### src/rtl/bcd_clock_pkg.sv
// Shared constants and helpers for the HH:MM:SS BCD clock controller:
// FSM state codes, seven-segment decode and BCD field increment.
package bcd_clock_pkg;

    localparam logic [1:0] ST_RUN    = 2'd0;
    localparam logic [1:0] ST_SET_HH = 2'd1;
    localparam logic [1:0] ST_SET_MM = 2'd2;
    localparam logic [1:0] ST_SET_SS = 2'd3;

    localparam logic [0:6] SEG_BLANK = 7'b1111111;

    // Field limits are held in packed BCD so they compare directly with the time registers.
    localparam logic [7:0] SS_MAX = 8'h59;
    localparam logic [7:0] MM_MAX = 8'h59;
    localparam logic [7:0] HH_MAX = 8'h23;

    function automatic logic [0:6] seg_decode(input logic [3:0] d);
        logic [0:6] s;
        case (d)
            4'd0:    s = 7'b0000001;
            4'd1:    s = 7'b1001111;
            4'd2:    s = 7'b0010010;
            4'd3:    s = 7'b0000110;
            4'd4:    s = 7'b1001100;
            4'd5:    s = 7'b0100100;
            4'd6:    s = 7'b0100000;
            4'd7:    s = 7'b0001111;
            4'd8:    s = 7'b0000000;
            4'd9:    s = 7'b0000100;
            default: s = SEG_BLANK;
        endcase
        return s;
    endfunction

    // Two-digit BCD increment that wraps to 00 after max_v.
    function automatic logic [7:0] bcd_inc(input logic [7:0] v, input logic [7:0] max_v);
        logic [7:0] r;
        if (v == max_v)
            r = 8'h00;
        else if (v[3:0] == 4'd9)
            r = {v[7:4] + 4'd1, 4'd0};
        else
            r = {v[7:4], v[3:0] + 4'd1};
        return r;
    endfunction

endpackage

### src/rtl/bcd_btn_edge.sv
// Button front end: two-flop synchroniser followed by a rising-edge detector.
// The pulse is high for exactly one cycle per press, however long the button is held.
module bcd_btn_edge (
    input  logic clk,
    input  logic rst,
    input  logic btn,
    output logic pulse
);

    logic sync1_reg;
    logic sync2_reg;
    logic prev_reg;

    always_ff @(posedge clk or negedge rst) begin
        if (!rst) begin
            sync1_reg <= 1'b0;
            sync2_reg <= 1'b0;
            prev_reg  <= 1'b0;
        end else begin
            sync1_reg <= btn;
            sync2_reg <= sync1_reg;
            prev_reg  <= sync2_reg;
        end
    end

    assign pulse = sync2_reg & ~prev_reg;

endmodule

### src/rtl/bcd_clock_ctrl.sv
// Six-digit HH:MM:SS BCD clock: time registers, second prescaler, time-set FSM
// and multiplexed seven-segment scan. Define BCD_CLOCK_BLINK_EN to blink the field being set.
module bcd_clock_ctrl
    import bcd_clock_pkg::*;
#(
    parameter int TICK_DIV = 50000000,
    parameter int SCAN_DIV = 50000
) (
    input  logic       clk,
    input  logic       rst,
    input  logic       enable,
    input  logic       btn_mode,
    input  logic       btn_inc,
    output logic [0:6] seg_out,
    output logic [5:0] an_out,
    output logic       dp_out,
    output logic [1:0] mode_out,
    output logic       sec_tick
);

    localparam int PW = $clog2(TICK_DIV);
    localparam int SW = (SCAN_DIV > 1) ? $clog2(SCAN_DIV) : 1;
    localparam logic [PW-1:0] TICK_LAST = PW'(TICK_DIV - 1);
    localparam logic [SW-1:0] SCAN_LAST = SW'(SCAN_DIV - 1);

    logic          mode_pulse;
    logic          inc_pulse;
    logic [1:0]    state_reg;
    logic [PW-1:0] presc_reg;
    logic [7:0]    ss_reg;
    logic [7:0]    mm_reg;
    logic [7:0]    hh_reg;
    logic          sec_tick_reg;
    logic [SW-1:0] scan_cnt_reg;
    logic [2:0]    scan_idx_reg;
    logic [0:6]    seg_reg;
    logic [5:0]    an_reg;
    logic          dp_reg;
    logic [3:0]    digit;
    logic [5:0]    an_next;
    logic          blank_sel;

    bcd_btn_edge u_mode_edge (.clk(clk), .rst(rst), .btn(btn_mode), .pulse(mode_pulse));
    bcd_btn_edge u_inc_edge  (.clk(clk), .rst(rst), .btn(btn_inc),  .pulse(inc_pulse));

    // Prescaler and time update act on the current state, so a mode edge never
    // suppresses a second that completes in the same cycle.
    always_ff @(posedge clk or negedge rst) begin
        if (!rst) begin
            state_reg    <= ST_RUN;
            presc_reg    <= '0;
            ss_reg       <= 8'h00;
            mm_reg       <= 8'h00;
            hh_reg       <= 8'h00;
            sec_tick_reg <= 1'b0;
        end else begin
            sec_tick_reg <= 1'b0;
            if (mode_pulse)
                state_reg <= state_reg + 2'd1;
            if (state_reg == ST_RUN) begin
                if (enable) begin
                    if (presc_reg == TICK_LAST) begin
                        presc_reg    <= '0;
                        sec_tick_reg <= 1'b1;
                        ss_reg       <= bcd_inc(ss_reg, SS_MAX);
                        if (ss_reg == SS_MAX) begin
                            mm_reg <= bcd_inc(mm_reg, MM_MAX);
                            if (mm_reg == MM_MAX)
                                hh_reg <= bcd_inc(hh_reg, HH_MAX);
                        end
                    end else begin
                        presc_reg <= presc_reg + 1'b1;
                    end
                end
            end else begin
                presc_reg <= '0;
                if (inc_pulse && !mode_pulse) begin
                    case (state_reg)
                        ST_SET_HH: hh_reg <= bcd_inc(hh_reg, HH_MAX);
                        ST_SET_MM: mm_reg <= bcd_inc(mm_reg, MM_MAX);
                        ST_SET_SS: ss_reg <= bcd_inc(ss_reg, SS_MAX);
                        default:   ;
                    endcase
                end
            end
        end
    end

    always_comb begin
        digit = 4'hF;
        case (scan_idx_reg)
            3'd0:    digit = ss_reg[3:0];
            3'd1:    digit = ss_reg[7:4];
            3'd2:    digit = mm_reg[3:0];
            3'd3:    digit = mm_reg[7:4];
            3'd4:    digit = hh_reg[3:0];
            3'd5:    digit = hh_reg[7:4];
            default: digit = 4'hF;
        endcase
    end

    genvar gi;
    generate
        for (gi = 0; gi < 6; gi++) begin : g_an
            assign an_next[gi] = (scan_idx_reg != 3'(gi));
        end
    endgenerate

`ifdef BCD_CLOCK_BLINK_EN
    localparam logic [PW-1:0] BLINK_LAST = PW'(TICK_DIV / 2 - 1);

    logic [PW-1:0] blink_cnt_reg;
    logic          blink_phase_reg;
    logic [1:0]    idx_field;

    always_ff @(posedge clk or negedge rst) begin
        if (!rst) begin
            blink_cnt_reg   <= '0;
            blink_phase_reg <= 1'b0;
        end else if (blink_cnt_reg == BLINK_LAST) begin
            blink_cnt_reg   <= '0;
            blink_phase_reg <= ~blink_phase_reg;
        end else begin
            blink_cnt_reg <= blink_cnt_reg + 1'b1;
        end
    end

    always_comb begin
        idx_field = ST_SET_HH;
        case (scan_idx_reg)
            3'd0, 3'd1: idx_field = ST_SET_SS;
            3'd2, 3'd3: idx_field = ST_SET_MM;
            default:    idx_field = ST_SET_HH;
        endcase
    end

    assign blank_sel = (state_reg != ST_RUN) && !blink_phase_reg && (idx_field == state_reg);
`else
    assign blank_sel = 1'b0;
`endif

    // Segment, anode and dp registers all sample the same scan index on the same edge.
    always_ff @(posedge clk or negedge rst) begin
        if (!rst) begin
            scan_cnt_reg <= '0;
            scan_idx_reg <= 3'd0;
            seg_reg      <= SEG_BLANK;
            an_reg       <= 6'b111111;
            dp_reg       <= 1'b1;
        end else begin
            if (scan_cnt_reg == SCAN_LAST) begin
                scan_cnt_reg <= '0;
                scan_idx_reg <= (scan_idx_reg == 3'd5) ? 3'd0 : scan_idx_reg + 3'd1;
            end else begin
                scan_cnt_reg <= scan_cnt_reg + 1'b1;
            end
            seg_reg <= blank_sel ? SEG_BLANK : seg_decode(digit);
            an_reg  <= an_next;
            dp_reg  <= !((scan_idx_reg == 3'd2) || (scan_idx_reg == 3'd4));
        end
    end

    assign seg_out  = seg_reg;
    assign an_out   = an_reg;
    assign dp_out   = dp_reg;
    assign mode_out = state_reg;
    assign sec_tick = sec_tick_reg;

endmodule

### config.mk
export PLATFORM = sky130hd
export DESIGN_NAME = bcd_clock_ctrl
export DESIGN_NICKNAME = d
export VERILOG_FILES = /design/src/rtl/bcd_clock_pkg.sv /design/src/rtl/bcd_btn_edge.sv /design/src/rtl/bcd_clock_ctrl.sv
export SDC_FILE = /design/constraint.sdc
export NUM_CORES = 1
export LEC_CHECK = 0
export CORE_ASPECT_RATIO = 0.75
export CORE_UTILIZATION = 56
export DETAILED_ROUTE_END_ITERATION = 12
export GPL_TIMING_DRIVEN = 1
export HOLD_SLACK_MARGIN = 0.15
export MAX_ROUTING_LAYER = met4
export PLACE_DENSITY_LB_ADDON = 0.25
export SLEW_MARGIN = 25
export SYNTH_ARGS = -nofsm -noshare
export SYNTH_HDL_FRONTEND = slang
export SYNTH_SLANG_ARGS = --single-unit
### constraint.sdc
create_clock -name clk -period 8.3 [get_ports clk]
set_input_delay 1.245 -clock clk [delete_from_list [all_inputs] [get_ports clk]]
set_output_delay 1.245 -clock clk [all_outputs]
set_load 0.01 [all_outputs]
==> results.yml, run 1 <==
sta:
  rsz0062_at_grt: "no"
  slew_headroom: 0.534
  post-route-min-period_ns: 2.94
  max_freq_mhz: 340
  maxSlewViolCount: 0
  hold_viol_final: 0
  worst_pin_slew_ns: 0.697
  final.setup_skew_ns: 0.00804
  finalCritPeriodShare: 0.355
  finalSetupViolCount: 0
  fin_setup_tns_ns: 0
  holdWs_ns: 0.352
global_routing:
  gr-usage-all-layers: 0.240
  grt_max_degree: 56
  grt_pass1_vias: 3503
  grt_first_pass_wirelength_um: 17200
  antenna_found_initial: 0
  grt_remaining_overflow: 0
synth:
  synth_edf_count: 0
  synth_warnings: 0
  synth.avg_cell_area_sq_um: 10.0
  synth_flop_cell: "dfrtp_1"
  synth_nets: 523
  ys_ff_latch: 92
  synth_area_sq_um: 4960
  syn_inst: 494
  async_flop_share: 1.00
  ys_types: 65
  yosysSeqAreaShare: 0.468
clocking:
  cts-resized-gates: 0
  htree_levels: 3
  cts_root_buf: "clkbuf_16"
  insertion_delay_ns: 0.34
  postCtsSetupBuffers: 0
  hold_buffers: 0
  clkTransAtPathRegs_ns: 0.06
  cts-buffers-inserted: 9
  cts_num_sinks: 92
  cts_tree: "built"
  cts_buffer_depth: 2
detailed_routing:
  drtPass1Iterations: 5
  drt-wirelength-per-cell_um: 15.8
  viasPerCell: 5.89
  drt_iter0_drc: 380
  num_vias: 3702
  route.antenna.remaining_nets: 0
  drc_errors: 0
  wl_um: 9930
finish:
  largest_register_ff_count: 26
  final_common_cell: "dfrtp_1"
  syn2layout_area_growth_pct: 12.8
  n_antenna_cell: 0
  most-common-layout-cells: "dfrtp_1, nor2_1, nand2_1"
  nets: 544
  drive_gt1_frac: 0.117
  num-fill-cells: 663
power:
  p_leak_nw: 2.37
  powerDensity_nw_per_um2: 266
  vdd_ir_drop_max_uv: 163
worst_setup_path:
  r2r_start: "scan_idx_reg[0]$_DFFE_PN0N_"
  critPathCaptureType: "flip-flop"
  r2r_cells: 9
  r2r-end: "seg_out[4]$_DFF_PN1_"
  crit_fanout: 8
  required_ns: 8.53
  worstSetupStartpointType: "primary input"
  arrival_ns: 3.17
  r2r_setup_slack_ns: 5.49
  crit_type: "primary input to flip-flop"
floorplanning:
  ioPinCount: 22
  coreArea_sq_um: 8530
  die_w_um: 111
  rows: 29
  fp.dieH_um: 83.5
  start_util: 0.582
  fp.dieArea_sq_um: 9240
placed_design:
  hpwlAfterDp_um: 7150
  io_buffers: 21
  finalWeightedCongestion: 0.878
min_path:
  worstHoldEndpoint: "u_mode_edge.sync2_reg$_DFF_PN0_"
  worstHoldStart: "u_mode_edge.sync1_reg$_DFF_PN0_"
  whs_path_depth: 0
  hold_path_class: "flip-flop to flip-flop"
status:
  status: "completed"
job:
  cap_violations: 0
## worst max-delay path, stage by stage
cell             delay (ns)
clkdlybuf4s50_1        0.51
nand2_1                0.12
o31a_1                 0.19
nand4bb_1              0.41
a21oi_1                0.33
mux2_2                 0.36
## power by group
part           switching (mW)  internal (mW)  leakage [nW]  total (mW)
logic                   0.242          0.197          1.05       0.438
registers              0.0854          0.528          1.16       0.613
clock network           0.165          0.272         0.153       0.437
total                   0.492          0.996          2.37        1.49
## synthesized netlist by cell type, types with 4 or more instances
cell / count / area share
nand2b_1: 8 / 0.010
nand3_1: 29 / 0.029
nor4_1: 5 / 0.0063
and2_1: 4 / 0.0050
a21oi_1: 16 / 0.016
nor2_1: 64 / 0.048
nand3b_1: 5 / 0.0076
dfstp_2: 14 / 0.074
dfrtp_1: 78 / 0.39
mux2i_1: 9 / 0.018
xnor2_1: 9 / 0.016
o21ai_0: 8 / 0.0081
inv_1: 26 / 0.020
and3b_1: 4 / 0.0071
nand2_1: 32 / 0.024
xor2_1: 28 / 0.049
and3_1: 10 / 0.013
clkbuf_1: 9 / 0.0068
o31ai_1: 4 / 0.0061
nor2b_1: 6 / 0.0076
nand4_1: 16 / 0.020
nor3_1: 7 / 0.0071
ha_1: 24 / 0.061
mux2_2: 18 / 0.041
## cell type report
class                      count  area, sq um  area share
inverter                      26         97.6      0.0174
clock inverter                 4         72.6      0.0130
tap                          108          135      0.0242
sequential                    92         2320       0.415
clock buffer                  12          246      0.0441
multi-input combinational    363         2500       0.447
timing repair buffer          23          223      0.0398
## cell families after synthesis
logic type                 Yosys count  share of synthesized area
AOI/OAI and AO/OA                   66                     0.0954
xor gates and xnor gates            37                     0.0654
adders and majority gates           24                     0.0606
buffers and inverters               39                     0.0303
DFF                                 92                      0.468
muxes                               27                     0.0590
and+or+nand+nor                    209                      0.222
## how the worst max path moves through the flow
stage	to	start	slack, ns	depth (start not counted)
global placement	presc_reg[25]$_DFFE_PN0P_	enable	5.04	6
finish	mm_reg[5]$_DFFE_PN0P_	enable	5.36	6
CTS	presc_reg[17]$_DFFE_PN0P_	enable	5.25	6
detailed placement	presc_reg[17]$_DFFE_PN0P_	enable	4.89	6
floorplan	seg_out[4]$_DFF_PN1_	scan_idx_reg[0]$_DFFE_PN0N_	5.70	11
global route	mm_reg[5]$_DFFE_PN0P_	enable	5.24	6
## metal layers
layer | routed length, um | vias up | track usage
met2 | 4490 | 109 | 0.346
met4 | 87 | 0 | 0.0497
met1 | 4800 | 1792 | 0.342
met5 | 0 | - | -
met3 | 554 | 11 | 0.0617
li1 | - | 1790 | -
## metrics by stage
step | power (mW) | worst slack [ns] | instance area (sq um) | util | instances
after floorplan | 0.912 | 5.70 | 4960 | - | 494
after global placement | 1.04 | 5.04 | 5270 | 0.618 | 612
after detailed placement | 1.06 | 4.89 | 5270 | 0.618 | 612
after CTS | 1.50 | 5.25 | 5590 | 0.655 | 628
after global routing | 1.58 | 5.24 | 5600 | 0.656 | 628
final | 1.49 | 5.36 | 5600 | 0.656 | 628
No activity file was read; power rests on OpenSTA's default activity.
==> run 2, diff against run 1 <==
- CORE_UTILIZATION: 56 -> 55
- clock period: 8.3 -> 2.5 ns (I/O delays scaled with it)
==> results.yml, run 2 (synthesis gave the netlist of run 1 again) <==
clocking:
  cts-buffers-inserted: 9
  cts_tree: "built"
  clkTransAtPathRegs_ns: 0.07
  cts_num_sinks: 92
  cts_root_buf: "clkbuf_16"
  postCtsSetupBuffers: 0
  cts_buffer_depth: 2
  htree_levels: 3
  insertion_delay_ns: 0.35
power:
  p_leak_nw: 2.48
  power_frac_clock: 0.277
  swShare: 0.341
  switchingPower_mw: 1.72
  vdd_ir_drop_max_uv: 819
  pwr-share-comb: 0.320
  powerDensity_nw_per_um2: 874
  pwr-share-seq: 0.402
  power.internal_mw: 3.32
finish:
  drive_gt1_frac: 0.160
  n_antenna_cell: 0
  final_common_cell: "dfrtp_1"
  final_util: 0.670
  multi_input_area_sq_um: 2520
  syn2layout_area_growth_pct: 16.2
  finalInstanceArea_sq_um: 5760
  largest_register_ff_count: 26
  seq_area_sq_um: 2320
  num-fill-cells: 678
  most-common-layout-cells: "dfrtp_1, nor2_1, nand2_1"
  nets: 563
detailed_routing:
  drtPass1Iterations: 9
  drt-wirelength-per-cell_um: 15.5
  num_vias: 3767
  wl_um: 10000
  drt_iter0_drc: 227
  route.antenna.remaining_nets: 0
  drc_errors: 6
  viasPerCell: 5.82
worst_setup_path:
  required_ns: 2.73
  slowest_delay_ns: 0.58
  worst-path-buf-inv: 1
  arrival_ns: 2.62
  crit_fanout: 7
  crit_chain: "or4_4 > nor4_4 > buf_4 > nand4_2 > a21oi_2 > mux2_2"
  crit_type: "flip-flop to flip-flop"
  critPathSlowestCell: "or4_4"
  worstSetupStartpointType: "flip-flop"
  critPathCaptureType: "flip-flop"
  critical-path-top-delay-family: "simple AND/OR/NAND/NOR gates"
floorplanning:
  die_w_um: 112
  fp.dieH_um: 84.2
  start_util: 0.577
  fp.dieArea_sq_um: 9400
  ioPinCount: 22
  rows: 29
  coreArea_sq_um: 8600
sta:
  final.setup_skew_ns: 0.00868
  fin_setup_tns_ns: 0
  post-route-min-period_ns: 2.39
  max_freq_mhz: 419
  slew_headroom: 0.316
  finalCritPeriodShare: 0.955
  rsz0062_at_grt: "yes"
  finalSetupViolCount: 0
  hold_viol_final: 0
  holdWs_ns: 0.349
  setup_ws_ns: 0.111
  maxSlewViolCount: 0
  worst_pin_slew_ns: 1.02
status:
  violations: "DRC"
  status: "finished, violations left"
placed_design:
  finalWeightedCongestion: 0.941
  pre_cts_slack_ns: 0.0730
  hpwlAfterDp_um: 7280
  io_buffers: 21
  place_area_sq_um: 5420
global_routing:
  gr-usage-all-layers: 0.244
  grt_first_pass_wirelength_um: 17700
  antenna_found_initial: 0
  grt_pass1_vias: 3635
  grt_remaining_overflow: 0
  grt_max_degree: 56
job:
  cap_violations: 0
min_path:
  hold_path_class: "flip-flop to flip-flop"
[run 2: final cells by class]
cell class,count,area share
multi-input combinational,363,0.437
sequential,92,0.403
timing repair buffer,42,0.0660
clock buffer,10,0.0415
tap,108,0.0235
inverter,26,0.0169
clock inverter,6,0.0124
[run 2: repair_timing]
action,4_1_cts,5_1_grt
endpoints found under the hold margin,23,0
endpoints found under the setup margin,0,14
hold buffers,1,0
resized for setup,0,6
[run 2: through the flow]
step                cells  power [mW]
global placement      630        3.54
detailed placement    630        3.64
floorplan             494        3.03
global route          647        5.37
finish                647        5.04
CTS                   647        5.06
[run 2: metal layers]
layer | GRT usage | share of wire
met5 | - | 0
met4 | 0.0786 | 0.015
met3 | 0.0599 | 0.046
met2 | 0.347 | 0.44
met1 | 0.342 | 0.50
[run 2: path summary, 6_finish.rpt]
kind	start	to	slack (ns)	cells past startpoint
setup / recovery	presc_reg[18]$_DFFE_PN0P_	hh_reg[0]$_DFFE_PN0P_	0.11	6
hold / removal	u_inc_edge.sync1_reg$_DFF_PN0_	u_inc_edge.sync2_reg$_DFF_PN0_	0.35	0
setup reg to reg	presc_reg[18]$_DFFE_PN0P_	hh_reg[0]$_DFFE_PN0P_	0.11	6
hold reg to reg	u_inc_edge.sync1_reg$_DFF_PN0_	u_inc_edge.sync2_reg$_DFF_PN0_	0.35	0
min in group asynchronous	rst	scan_cnt_reg[15]$_DFF_PN0_	0.53	2
max in group asynchronous	rst	presc_reg[4]$_DFFE_PN0P_	1.30	3
[run 2: power groups by stage]
| stage | registers, mW | logic, mW | clock network, mW |
|---|---|---|---|
| floorplan | 2.00 | 1.03 | 0 |
| global placement | 2.02 | 1.52 | 0 |
| detailed placement | 2.04 | 1.59 | 0 |
| global route | 2.06 | 1.81 | 1.50 |
| CTS | 2.02 | 1.61 | 1.43 |
| finish | 2.03 | 1.61 | 1.40 |
[run 2: worst register-to-register path, cell delays in order (launching register included)]
cell,delay (ns)
dfrtp_1,0.44
or4_4,0.58
nor4_4,0.21
buf_4,0.20
nand4_2,0.18
a21oi_2,0.30
mux2_2,0.36
